## config.mk

```make
export PLATFORM = sky130hd
export DESIGN_NAME = keypad_scanner
export DESIGN_NICKNAME = d
export VERILOG_FILES = /design/src/rtl/keypad_scanner.sv
export SDC_FILE = /design/constraint.sdc
export NUM_CORES = 1
export LEC_CHECK = 0
export ABC_AREA = 1
export CAP_MARGIN = 20
export CELL_PAD_IN_SITES_DETAIL_PLACEMENT = 1
export CELL_PAD_IN_SITES_GLOBAL_PLACEMENT = 1
export CORE_UTILIZATION = 42
export DETAILED_ROUTE_END_ITERATION = 16
export GPL_TIMING_DRIVEN = 1
export MAX_ROUTING_LAYER = met4
export PLACE_DENSITY = 0.83
export SETUP_SLACK_MARGIN = 0.2
export SKIP_LAST_GASP = 1
export SLEW_MARGIN = 20
export SYNTH_ARGS = -nofsm -noshare
export SYNTH_HDL_FRONTEND = slang
export SYNTH_SLANG_ARGS = --single-unit
```

## constraint.sdc

```tcl
create_clock -name fpga_clk -period 2.3 [get_ports fpga_clk]
set_clock_uncertainty 0.2 [all_clocks]
set_input_delay 0.345 -clock fpga_clk [delete_from_list [all_inputs] [get_ports fpga_clk]]
set_output_delay 0.345 -clock fpga_clk [all_outputs]
set_load 0.005 [all_outputs]
```

## src/rtl/keypad_scanner.sv

```systemverilog
// 4x4 matrix keypad scanner: rotates an active-low row strobe, debounces the column returns, emits one hex code per press.
// Latency: (DEBOUNCE_SCANS-1) scan frames from first hit to key_valid, plus one registered cycle.
// Backpressure: key_code is held while key_valid=1; a press accepted while still unconsumed sets sticky overrun and is dropped.
module keypad_scanner #(
    parameter int SCAN_DIV       = 100000,
    parameter int DEBOUNCE_SCANS = 4
) (
    input  logic       fpga_clk,
    input  logic       rst,
    input  logic [3:0] col,
    output logic [3:0] row,
    output logic [3:0] key_code,
    output logic       key_valid,
    input  logic       key_ack,
    output logic       key_down,
    output logic       overrun
);

    localparam int DIV_W = (SCAN_DIV > 1) ? $clog2(SCAN_DIV) : 1;
    localparam int CNT_W = $clog2(DEBOUNCE_SCANS + 1);
    localparam logic [DIV_W-1:0] DIV_LAST = DIV_W'(SCAN_DIV - 1);
    localparam logic [CNT_W-1:0] CNT_LAST = CNT_W'(DEBOUNCE_SCANS - 1);

    typedef enum logic [1:0] {
        IDLE     = 2'd0,
        DEBOUNCE = 2'd1,
        PRESSED  = 2'd2
    } state_t;

    logic [DIV_W-1:0] div;
    logic             ce;
    logic [3:0]       col_m;
    logic [3:0]       col_s;
    logic [1:0]       row_idx;

    logic             hit;
    logic [1:0]       hit_col;

    state_t           state, state_n;
    logic [1:0]       key_row, key_row_n;
    logic [1:0]       key_col, key_col_n;
    logic [CNT_W-1:0] cnt, cnt_n;
    logic [CNT_W-1:0] rcnt, rcnt_n;
    logic             accept;
    logic [3:0]       accept_code;

    function automatic logic [3:0] key_map(input logic [1:0] r, input logic [1:0] c);
        logic [3:0] code;
        case ({r, c})
            4'h0: code = 4'h1;
            4'h1: code = 4'h2;
            4'h2: code = 4'h3;
            4'h3: code = 4'hA;
            4'h4: code = 4'h4;
            4'h5: code = 4'h5;
            4'h6: code = 4'h6;
            4'h7: code = 4'hB;
            4'h8: code = 4'h7;
            4'h9: code = 4'h8;
            4'hA: code = 4'h9;
            4'hB: code = 4'hC;
            4'hC: code = 4'h0;
            4'hD: code = 4'hF;
            4'hE: code = 4'hE;
            default: code = 4'hD;
        endcase
        return code;
    endfunction

    assign ce = (div == DIV_LAST);

    // Row strobe and column sampling advance together, so the sample on ce belongs to the row being left.
    always_ff @(posedge fpga_clk) begin
        if (rst) begin
            div     <= '0;
            col_m   <= 4'hF;
            col_s   <= 4'hF;
            row     <= 4'b1110;
            row_idx <= 2'd0;
        end else begin
            col_m <= col;
            col_s <= col_m;
            div   <= ce ? '0 : div + 1'b1;
            if (ce) begin
                row     <= {row[2:0], row[3]};
                row_idx <= row_idx + 2'd1;
            end
        end
    end

    assign hit = ~&col_s;

    always_comb begin
        hit_col = 2'd0;
        casez (col_s)
            4'b???0: hit_col = 2'd0;
            4'b??01: hit_col = 2'd1;
            4'b?011: hit_col = 2'd2;
            4'b0111: hit_col = 2'd3;
            default: hit_col = 2'd0;
        endcase
    end

    always_ff @(posedge fpga_clk) begin
        if (rst) begin
            state   <= IDLE;
            key_row <= 2'd0;
            key_col <= 2'd0;
            cnt     <= '0;
            rcnt    <= '0;
        end else begin
            state   <= state_n;
            key_row <= key_row_n;
            key_col <= key_col_n;
            cnt     <= cnt_n;
            rcnt    <= rcnt_n;
        end
    end

    always_comb begin
        state_n   = state;
        key_row_n = key_row;
        key_col_n = key_col;
        cnt_n     = cnt;
        rcnt_n    = rcnt;
        accept    = 1'b0;
        if (ce) begin
            case (state)
                IDLE: begin
                    if (hit) begin
                        key_row_n = row_idx;
                        key_col_n = hit_col;
                        cnt_n     = CNT_W'(1);
                        state_n   = DEBOUNCE;
                    end
                end
                DEBOUNCE: begin
                    // Once a key is being tracked, other rows are ignored until it is released.
                    if (row_idx == key_row) begin
                        if (hit && (hit_col == key_col)) begin
                            if (cnt == CNT_LAST) begin
                                accept  = 1'b1;
                                rcnt_n  = '0;
                                state_n = PRESSED;
                            end else begin
                                cnt_n = cnt + 1'b1;
                            end
                        end else begin
                            state_n = IDLE;
                        end
                    end
                end
                PRESSED: begin
                    if (row_idx == key_row) begin
                        if (col_s[key_col]) begin
                            if (rcnt == CNT_LAST) begin
                                state_n = IDLE;
                            end else begin
                                rcnt_n = rcnt + 1'b1;
                            end
                        end else begin
                            rcnt_n = '0;
                        end
                    end
                end
                default: state_n = IDLE;
            endcase
        end
    end

    assign accept_code = key_map(key_row, key_col);
    assign key_down    = (state == PRESSED);

    // An ack landing on the accept edge frees the slot in time for the new code.
    always_ff @(posedge fpga_clk) begin
        if (rst) begin
            key_code  <= 4'h0;
            key_valid <= 1'b0;
            overrun   <= 1'b0;
        end else if (accept) begin
            if (!key_valid || key_ack) begin
                key_code  <= accept_code;
                key_valid <= 1'b1;
            end else begin
                overrun <= 1'b1;
            end
        end else if (key_valid && key_ack) begin
            key_valid <= 1'b0;
        end
    end

endmodule

```

# Word-level counts from Yosys, hierarchy flattened
# Memories as Yosys holds them, arrays and structs flattened. A register that Yosys moved wholly into a read port is not among the register bits.
# Index checks and enable logic that the tools add are counted.
[word_totals]
elab_cells = 90
rom_bits = 64
ff_bits = 45
mem_count = 1
input_bits = 7
out_inout_bits = 11
[mem_list]
columns = ["name", "depth", "word_bits", "rd", "rd_clocked_by_memory_dff", "wr", "line_no", "rtl"]
rows = [
  ["(no name shown)", 16, 4, 1, 1, 0, "49", "case ({r, c})"],
]
[op_classes]
n_addsub = 4
reduce_logical = 18
n_eq_ne = 21
n_lt_le_gt_ge = 1
bitwise_logic = 2
n_mux = 31
[op_table]
columns = ["op", "count"]
rows = [
  ["2-to-1 mux 3 bit", 10],
  ["adder 17 x 1 -> 17 bit (second input constant)", 1],
  ["== test 17 bit (second input constant)", 1],
  ["2-to-1 mux 2 bit", 7],
  ["AND reduction 7 bit", 2],
  ["case mux 2 bit (3 select lines)", 2],
  ["case mux 3 bit (2 select lines)", 2],
  ["inequality test 2 bit (second input constant)", 5],
  ["== test 3 x 2 -> 1 bit (second input constant)", 3],
  ["2-to-1 mux 1 bit", 9],
  ["inequality test 2 x 1 -> 1 bit (second input constant)", 4],
  ["adder 3 x 1 -> 3 bit (second input constant)", 2],
  ["inequality test 3 bit (second input constant)", 2],
  ["AND reduction 2 bit", 3],
  ["AND reduction 6 bit", 1],
  ["nonzero test 2 bit", 3],
  ["== test 2 x 1 -> 1 bit (second input constant)", 2],
  ["== test 2 bit", 2],
  ["== test 4 x 3 -> 1 bit (second input constant)", 1],
  ["AND reduction 4 bit", 1],
  ["< comparator 2 x 3 -> 1 bit (second input constant)", 1],
  ["AND reduction 3 bit", 1],
  ["adder 2 x 1 -> 2 bit (second input constant)", 1],
  ["binary-select mux 1 bit (select 2 bit)", 1],
  ["other kinds (7)", 10],
]

# Depth between registers and ports, before layout
[logic_depth]
word_depth = 10
depth_mapped = 13
mapped_depth_nobuf = 13

# Least setup slack after synthesis
# OpenSTA, ideal clock, no wires.
[synth_timing]
path_type = "reg-to-reg"
from = "register div[0]"
to = "register div[4]"
path_slack_ns = 0.630
path_buffers = 2
path_stages_with_launch = 11
required_ns = 1.984
setup_ns = 0.116
arrival_ns = 1.354
period_less_slack_ns = 1.670
path_cell_list = "dfxtp_1 -> ha_1 -> nand2_1 -> inv_1 -> nand2_1 -> inv_1 -> nand3_2 -> buf_6 -> nand2_2 -> buf_4 -> nor2_1"
[synth_between]
elab_chain_len = 2
elab_cells_between_ends = 3
cone_classes = "1 x add/sub; 1 x eq/ne; 1 x reduce/logical"
[synth_lines]
columns = ["item", "line_no", "rtl"]
rows = [
  ["start, declared", "30", "logic [DIV_W-1:0] div;"],
  ["start signal, assigned", "83", "div <= ce ? '0 : div + 1'b1;"],
  ["parallel branches: the longest is 2 deep, another holds adder 17 x 1 -> 17 bit", "n/a", ""],
]
# Several ways; the timed one is not identified.
# A chain may end at the register's enable or synchronous reset.

# Worst setup path in the final report
[layout_timing]
from = "register state[1]"
to = "output port key_down"
[layout_between]
elab_chain_len = 1
[layout_lines]
columns = ["item", "line_no", "rtl"]
rows = [
  ["start, declared", "39", "state_t state, state_n;"],
  ["start signal, assigned", "112", "state <= state_n;"],
  ["== test 2 bit", "172", "assign key_down = (state == PRESSED);"],
  ["end, declared", "15", "output logic key_down,"],
]
# Every way passes these cells.

==> impl_results.rst <==
.. list-table::
   :header-rows: 1

   * - Metric
     - Value
   * - Area used by multi-input combinational logic
     - 1250 µm²
   * - CP Capture Type
     - output pin
   * - Count of different cell masters after synthesis
     - 34
   * - Critical-path cell with the highest stage delay
     - sky130_fd_sc_hd__clkdlybuf4s50_1
   * - Largest driver fanout on the critical path
     - 5
   * - Shortest period the worst path allows
     - 1970 ps
   * - Critical path data required time
     - about 1800 ps
   * - Synthesized netlist net count
     - 352
   * - Slew at the pin closest to its max-slew limit
     - 404 ps
   * - # IOs
     - 18
   * - Routed length per placed instance
     - 13.5 µm
   * - Category of the worst setup path launch point
     - flop
   * - Warning count from the yosys run
     - 0
   * - Unrepaired setup endpoints after global routing
     - yes
   * - Count of buffers from port buffering
     - 17
   * - Worst IR drop on VDD
     - 0.000269 V
   * - Max incr delay on CP
     - 520 ps
   * - Static leakage
     - around 1.2 nW
   * - Number of max-slew violations in the final report
     - 0
   * - Gr usage total
     - a little over a fifth
   * - Post-placement cell count
     - ~430
   * - Chip Width
     - 77.8 µm
   * - CTS Buf Count
     - 5
   * - Run status
     - completed
   * - Area of the die
     - 6050 µm²
   * - Cell type contributing the most total cell area after synthesis
     - sky130_fd_sc_hd__dfxtp_1
   * - Total grt overflow
     - 0
   * - Final Hold Vio Count
     - 0
   * - Launch point of the worst path
     - state[1]
   * - Crit Path Class
     - flop to output pin
   * - Diode count
     - 0
   * - Routability Congestion
     - 0.874
   * - Reg area
     - 982 µm²
   * - Number of instances in the synthesized netlist
     - approximately 340
   * - PnR Total Power
     - 1.65 mW
   * - Avg Inst Size Synth
     - 7.15 µm²
   * - HP Start
     - col_m[2]
   * - Fraction of layout cells with a size suffix above 1
     - roughly an eighth
   * - Clock sinks
     - 49
   * - EDFF count, synth
     - 0
   * - Maximum number of pins on one net before global-route repair
     - 19
   * - Count of filler cells inserted in the layout
     - approximately 700
   * - Area fraction of the dominant cell type after synthesis
     - 40.7%
   * - Worst-case clock buffer depth
     - 2
   * - Effective utilization at floorplan
     - 43.8%
   * - Family with the most delay on the worst path
     - buffers and inverters
   * - Buf/Inv on CP
     - 2
   * - Mean number of vias per cell
     - 5.09
   * - Post-route DRC violation count
     - 0
   * - Post-route fraction of the period consumed by the critical path
     - 85.8%
   * - Final setup vio count
     - 0
   * - CTS tree
     - yes
   * - Row count
     - 27
   * - Root buf cell
     - sky130_fd_sc_hd__clkbuf_8
   * - Setup_tns
     - 0 ps
   * - Skew-Pair Late Insertion Delay
     - 310 ps
   * - Clock transition at path regs
     - 90 ps
   * - Post-synth top flop
     - sky130_fd_sc_hd__dfxtp_1
   * - Area inside the core boundary
     - roughly 5500 µm²
   * - Nets
     - 377
   * - Hold Crit Class
     - flop to flop
   * - Cells along the critical path
     - inv_1 -> nor2_4 -> clkdlybuf4s50_1
   * - Initial antenna violation count
     - 0
   * - Max cap viols
     - 0
   * - Post-Layout Cell Count
     - 435
   * - Synth top area cells
     - sky130_fd_sc_hd__dfxtp_1 41%, sky130_fd_sc_hd__nand2_1 12%, sky130_fd_sc_hd__nor2_1 7.8%
   * - Share of flip-flops with an asynchronous set or reset after synthesis
     - 0%
   * - Level count of the clock H-tree
     - 2
   * - Maximum clock rate
     - between 0.5 and 0.6 GHz
   * - DIE HEIGHT
     - slightly below 80 µm
   * - Post-Synthesis Cell Area
     - around 2400 µm²
   * - Starting DRC count in detailed routing
     - 95
   * - Remaining antenna violation count after routing
     - 0
   * - Worst reg2reg startpoint
     - div[0]
   * - Wire length after detailed routing
     - 5890 µm
   * - P&R area growth vs syn
     - 17.2%
   * - Length of the first detailed-routing pass in iterations
     - 4
   * - Synth Register Bits
     - 49
   * - Vias in the first global route
     - 2269
   * - Count of vias placed by the detailed router
     - 2214
   * - Wire length of the first global-routing pass
     - 10100 µm
   * - Post-synthesis sequential area ratio
     - 40.7%
   * - Worst rel slew slack
     - 72.9%
   * - Endpoint arrival time on the critical path
     - roughly 1400 ps
   * - Power per Cell Area
     - 585 nW/µm²
   * - Half-perimeter wire length after detailed placement
     - 4370 µm
layout make-up:
type | instances | area share, %
tap | 72 | 3.19
sequential | 49 | 34.7
inverter | 44 | 5.84
clock buffer | 5 | 2.43
multi-input combinational | 240 | 44.1
timing repair buffer | 22 | 7.35
clock inverter | 3 | 2.30
sequential cells by signal, indices dropped and copies added, names as in the netlist:
signal and flops:
key_code 4, div 17, cnt 3, key_valid 1, col_m 4, rcnt 3, row_idx 2, key_row 2
overrun 1, col_s 4, state 2, row 4, key_col 2
repair_timing:
item | 4_1_cts | 5_1_grt
resized for setup | 1 | 4
buffers inserted | 0 | 2
setup endpoints to repair | 1 | 14
pin swaps | 0 | 2
hold buffers | 0 | 0
cell usage after synthesis (4+ instances only):
cell                      count
sky130_fd_sc_hd__a21oi_1     21
sky130_fd_sc_hd__dfxtp_1     49
sky130_fd_sc_hd__ha_1         8
sky130_fd_sc_hd__inv_1       42
sky130_fd_sc_hd__nand2_1     77
sky130_fd_sc_hd__nand2_2      5
sky130_fd_sc_hd__nand3_1     24
sky130_fd_sc_hd__nand4_1      4
sky130_fd_sc_hd__nor2_1      50
sky130_fd_sc_hd__nor2_2       4
sky130_fd_sc_hd__o21ai_0      9
sky130_fd_sc_hd__or2_2       10
sky130_fd_sc_hd__xor2_1       4
placed cells by master (no fill, tap or decap), types with 2 or more instances in the layout:
master                             n
sky130_fd_sc_hd__o21ai_0           9
sky130_fd_sc_hd__nand3_1          24
sky130_fd_sc_hd__xor2_1            4
sky130_fd_sc_hd__nand2_2           5
sky130_fd_sc_hd__bufinv_16         2
sky130_fd_sc_hd__nand3_2           2
sky130_fd_sc_hd__nor3_4            2
sky130_fd_sc_hd__ha_1              8
sky130_fd_sc_hd__nor2_2            5
sky130_fd_sc_hd__clkbuf_8          5
sky130_fd_sc_hd__or2_2            10
sky130_fd_sc_hd__clkdlybuf4s50_1  17
sky130_fd_sc_hd__inv_2             2
sky130_fd_sc_hd__inv_1            41
sky130_fd_sc_hd__nor2_4            2
sky130_fd_sc_hd__nand4_1           4
sky130_fd_sc_hd__buf_4             5
sky130_fd_sc_hd__o21a_1            3
sky130_fd_sc_hd__nand2_1          77
sky130_fd_sc_hd__nor3_1            3
sky130_fd_sc_hd__o211ai_1          2
sky130_fd_sc_hd__xnor2_1           3
sky130_fd_sc_hd__nor2_1           48
sky130_fd_sc_hd__dfxtp_1          48
sky130_fd_sc_hd__a21oi_1          21
metal layers:
layer	vias to the layer above	routed length (µm)	GRT usage, %
li1	1112	-	-
met1	1067	2740	26.9
met2	27	2920	36.4
met3	8	157	4.24
met4	0	76	5.85
met5	-	0	-
where the power goes:
part / internal, mW / switching, mW / total (mW)
logic: 0.0252 / 0.0357 / 0.0609
registers: 0.859 / 0.00572 / 0.865
clock network: 0.432 / 0.295 / 0.728
total: 1.32 / 0.337 / 1.65
through the flow:
step | hold WS [ps] | setup WS [ps] | instance area [µm²] | util [%]
after floorplan | 189 | 630 | 2410 | -
after global placement | 190 | 450 | 2670 | 48.4
after detailed placement | 197 | 355 | 2670 | 48.4
after CTS | 220 | 264 | 2800 | 50.9
after global routing | 233 | 197 | 2830 | 51.3
final | 217 | 328 | 2830 | 51.3
kinds of logic after synthesis:
group,after synthesis,synth area share (%)
flip-flops,49,40.7
AND/OR/NAND/NOR,187,36.0
buffers and inverters,48,7.99
adder cells (fa/ha/maj),8,4.15
XOR/XNOR,7,2.54
AO/OA/AOI/OAI,38,8.61
final timing paths:
path,end,slack (ps),cells after the start
setup / recovery,key_down,330,3
hold / removal,col_s[2],220,1
setup reg to reg,state[0],420,10
hold reg to reg,col_s[2],220,1
Power figures use the tool's default switching activity.
==> edit 1: new RTL, config.mk and constraints unchanged <==
Change the parameter `DEBOUNCE_SCANS` from 4 to 8.
--- a/src/rtl/keypad_scanner.sv
+++ b/src/rtl/keypad_scanner.sv
@@ -3,7 +3,7 @@
 // Backpressure: key_code is held while key_valid=1; a press accepted while still unconsumed sets sticky overrun and is dropped.
 module keypad_scanner #(
     parameter int SCAN_DIV       = 100000,
-    parameter int DEBOUNCE_SCANS = 4
+    parameter int DEBOUNCE_SCANS = 8
 ) (
     input  logic       fpga_clk,
     input  logic       rst,
Function: no difference found for any inputs over 10 cycles, from zero or initial values and one cycle with rst high; that may be too few to reach the edited logic, so the function may still have changed.
==> edit 1 against the unedited design <==
Sequential cell count rose by 2. Power fell by 7.5%. Non-clock buffer count fell by 4. Design area increased by 11%. Clock power is 24% lower. Die area up 16%. Utilization shrank 2.0 points. Sequential share of layout area decreased by 2.3 points. Routed wire length increased by 7.3%. Worst hold slack better by 0.0027 ns. Global-route usage decreased by 1.7 points. Critical endpoint unchanged. Critical path depth unchanged. Setup slack lost 0.0029 ns. Area after synthesis is 17% higher.
==> edit 1: results (changes against the unedited design) <==
* Most common library cells after synthesis: 77 x nand2_1, 58 x nor2_1, 51 x dfxtp_1
* Worst path setup slack after routing at 0.325 ns (-0.00287 ns)
* Number of global-route vias before repair at 2,485 (+9.5%)
* Post-synthesis sequential area ratio at 0.363 (-0.0434)
* Global-route wire length before repair at 11,200 um (+11%)
* Register-to-register setup slack at 0.40 ns (-0.02 ns)
* Total number of yosys warnings at 0 (unchanged)
* Post-synthesis instance total at 393 (+17%)
* Final wirelength at 6320 um (+7.3%)
* Hold Crit Start: col_m[1]
* Dominant cells by area after synthesis: dfxtp_1 36%, nand2_1 10%, nor2_1 7.8%
* Critical path capture point: key_down
* Antenna violations before repair at 0 (unchanged)
* Proportion of layout cells with a drive suffix above 1 at 0.159 (+0.0382)
* Slew of the pin with the lowest slew margin at 0.501 ns (+0.0967 ns)
* DP Area at 3050 um2 (+14%)
* Later-pin clock latency in the skew report at 0.31 ns (about the same)
* Reg-to-reg endpoint: div[10]
* Worst hold path stage count at 1 (unchanged)
* Pleak at 1.33 nW (+8.7%)
* # placed instances at 483 (+14%)
* Share of flip-flops with an asynchronous set or reset after synthesis at 0 (unchanged)
* Number of nets in the layout at 426 (+13%)
* Setup slack at placement at 0.312 ns (-0.0425 ns)
* Antenna cells at 0 (unchanged)
* Origin of the critical flop-to-flop path: div[0]
* Count of buffers from port buffering at 17 (unchanged)
* Global-route usage over all layers at 0.201 (-0.0170)
* Net count of the mapped netlist at 406 (+15%)
* Clock transition at the register clock pins on the worst setup and hold paths after CTS at 0.11 ns (+0.02 ns)
* Peak per-stage delay on the critical path at 0.52 ns (about the same)
* Register with the highest flop count: div
* Data arrival at the endpoint of the critical path at 1.43 ns (about the same)
* First-pass iteration count of the detailed router at 4 (unchanged)
* Cell type group with the largest total delay on the critical path: buffers and inverters
* Root cell of the clock tree: clkbuf_8
* Starting DRT DRC Count at 75 (-21%)
* Sum of net half-perimeters after detailed placement at 5050 um (+15%)
* Critical-path top delay cell: clkdlybuf4s50_1
* Count of cells along the worst register-to-register path at 9 (-1)
* Vias per Instance at 5.01 (-1.5%)
* WL/cell at 12.9 um (-4.9%)
* RePlAce Congestion at 0.804 (-8.0%)
* Crit path from: state[1]
* Path type of the worst min-delay path: flop to flop
* Number of levels the H-tree was split into at 2 (unchanged)
* Worst-case vdd ir drop at 270 uV (about the same)
* Status: complete, no violations
* Flip-flop count of the largest register, all copies and words added at 17 (unchanged)
* Cell variety after synth at 35 (+2.9%)
* Max clock buf depth at 2 (unchanged)
* Largest fanout of any net on the critical path at 6 (+1)
* Cts bufs inserted at 5 (unchanged)
-- edit 1: cell types whose count changed after synthesis, sizes merged, moves of 4 or more --
| cell | before | now |
|---|---|---|
| nor2 | 55 | 67 |
| nor3 | 6 | 10 |
| inv | 43 | 60 |
| nand4 | 4 | 10 |
| a21oi | 21 | 29 |
| nand3 | 27 | 34 |
| o21ai | 10 | 17 |
-- edit 1: worst min-delay path by stage --
stage	endpoint	slack, ns
after floorplan	col_s[0]	0.19
after global placement	col_s[3]	0.19
after detailed placement	col_s[1]	0.19
after CTS	col_s[1]	0.22
after global routing	col_s[2]	0.24
final	col_s[1]	0.22
-- edit 1: cell families after synthesis --
group                    after synthesis  synth area share
buffers and inverters                 65            0.0922
AO/OA/AOI/OAI                         51             0.106
XOR/XNOR                               6            0.0254
adder cells (fa/ha/maj)                6            0.0267
flip-flops                            51             0.363
AND/OR/NAND/NOR                      214             0.386
-- edit 1: where the power goes --
| group | leakage, nW | switching [mW] | total [mW] | internal [mW] |
|---|---|---|---|---|
| logic | 0.863 | 0.0425 | 0.0715 | 0.0291 |
| clock network | 0.0502 | 0.330 | 0.556 | 0.226 |
| registers | 0.414 | 0.00730 | 0.901 | 0.893 |
-- edit 1: repair_timing --
| action | CTS | global route |
|---|---|---|
| buffers inserted | 0 | 0 |
| resized for setup | 0 | 2 |
| setup endpoints to repair | 0 | 5 |
-- edit 1: area by class of cell --
class                           instances  area, um2
Clock buffer                            5       68.8
Clock inverter                          3       28.8
Fill cell                             841       3240
Inverter                               60        225
Multi-Input combinational cell        277       1530
Sequential cell                        51       1020
Tap cell                               77       96.3
Timing Repair Buffer                   18        178
-- edit 1: layer usage --
layer | wire, um | track usage
met2 | 3250 | 0.363
met4 | 89 | 0.0601
met3 | 115 | 0.0317
met5 | 0 | -
met1 | 2860 | 0.228
-- edit 1: worst register-to-register path, stage by stage (launching register included) --
cell and delay (ns):
dfxtp_1 0.36, ha_1 0.21, nand3_2 0.14, nor2_1 0.16, nand3_2 0.17, inv_2 0.14, nor2_4 0.06, inv_2 0.20
a21oi_1 0.07, o21a_1 0.10
==> edit 2: new RTL, same flow settings <==
Made on the original files. The 3 states of `state_t` get a one-hot encoding in 3 bits.
--- a/src/rtl/keypad_scanner.sv
+++ b/src/rtl/keypad_scanner.sv
@@ -21,10 +21,10 @@
     localparam logic [DIV_W-1:0] DIV_LAST = DIV_W'(SCAN_DIV - 1);
     localparam logic [CNT_W-1:0] CNT_LAST = CNT_W'(DEBOUNCE_SCANS - 1);
 
-    typedef enum logic [1:0] {
-        IDLE     = 2'd0,
-        DEBOUNCE = 2'd1,
-        PRESSED  = 2'd2
+    typedef enum logic [2:0] {
+        IDLE     = 3'b001,
+        DEBOUNCE = 3'b010,
+        PRESSED  = 3'b100
     } state_t;
 
     logic [DIV_W-1:0] div;
Function: no difference found for any inputs over 10 cycles, from zero or initial values and one cycle with rst high; not proved beyond that.
==> edit 2 against the unedited design <==
Design area grew 9.3%. Power shrank 9.8%. Setup slack lost 0.028 ns. Routed wire length grew 15%. Area after synthesis grew 12%. Worst hold slack gained 0.00086 ns. Non-clock buffer count shrank 1. Largest power group unchanged. Sequential cell count grew 1.
==> edit 2: results (changes against the unedited design) <==
* Filler cell count at 818 (+15%)
* Post-synthesis sequential area ratio at 0.369 (-0.0377)
* Vias per Instance at 5.08 (-0.24%)
* Synthesized-area fraction occupied by ao, oa, aoi and oai cells at 0.0757 (-0.0105)
* Data arrival at the endpoint of the critical path at 1.46 ns (+0.03 ns)
* Avg Synthesized Cell Area at 6.99 um2 (-2.3%)
* Grt met3 use at 0.0363 (-0.00609)
* Number of nets in the layout at 429 (+14%)
* Global-route wire length before repair at 11,200 um (+10%)
* Met3 wirelength from detailed routing at 141 um (-10%)
* Dominant cells by area after synthesis: dfxtp_1 37%, nand2_1 13%, inv_1 7.1%
* Starting DRT DRC Count at 110 (+16%)
* Number of global-route vias before repair at 2,447 (+7.8%)
* # placed instances at 480 (+13%)
* Status: complete, no violations
* Sum of net half-perimeters after detailed placement at 5260 um (+20%)
* Post-Layout Cell Count at 490 (+13%)
* Cells resized by post-CTS repair at 0 (-1)
* Number of levels the H-tree was split into at 2 (unchanged)
* Met2 routed wirelength at 3160 um (+8.1%)
* Adder-cell share of the synthesized area at 0.0369 (-0.00460)
* Antenna cells at 0 (unchanged)
* Peak per-stage delay on the critical path at 0.50 ns (-0.02 ns)
* Setup tns final at 0 ns (unchanged)
* Largest fanout of any net on the critical path at 3 (-2)
* Post-synthesis xor/xnor area fraction at 0.00969 (-0.0157)
* Setup slack at placement at 0.375 ns (+0.0205 ns)
* Net count of the mapped netlist at 403 (+14%)
* Worst-case vdd ir drop at 381 uV (+41%)
* Slew of the pin with the lowest slew margin at 0.420 ns (+0.0157 ns)
* Critical-path top delay cell: clkdlybuf4s50_1
* DP Area at 2980 um2 (+12%)
* Most common library cells after synthesis: 97 x nand2_1, 51 x inv_1, 50 x dfxtp_1
* Met1 WL at 3360 um (+23%)
* Proportion of layout cells with a drive suffix above 1 at 0.152 (+0.0306)
* RePlAce Congestion at 0.832 (-4.7%)
* Cts bufs inserted at 5 (unchanged)
* Global-route usage over all layers at 0.223 (+0.00531)
-- edit 2: cell type report --
class | count | area (um2) | share of cell area
clock buffer | 5 | 68.8 | 0.0223
clock inverter | 3 | 21.3 | 0.00689
inverter | 58 | 218 | 0.0705
multi-input combinational | 278 | 1490 | 0.481
sequential | 50 | 1000 | 0.324
tap | 75 | 93.8 | 0.0304
timing repair buffer | 21 | 200 | 0.0648
-- edit 2: report_power, final --
group / internal [mW] / switching [mW] / total (mW)
logic: 0.0306 / 0.0396 / 0.0702
clock network: 0.215 / 0.322 / 0.536
registers: 0.876 / 0.00890 / 0.885
-- edit 2: path summary, 6_finish.rpt --
kind / start / end / slack, ns / cells after the start
setup / recovery: state[1] / key_down / 0.30 / 4
hold / removal: col_m[3] / col_s[3] / 0.22 / 1
setup reg to reg: div[0] / div[16] / 0.36 / 9
hold reg to reg: col_m[3] / col_s[3] / 0.22 / 1
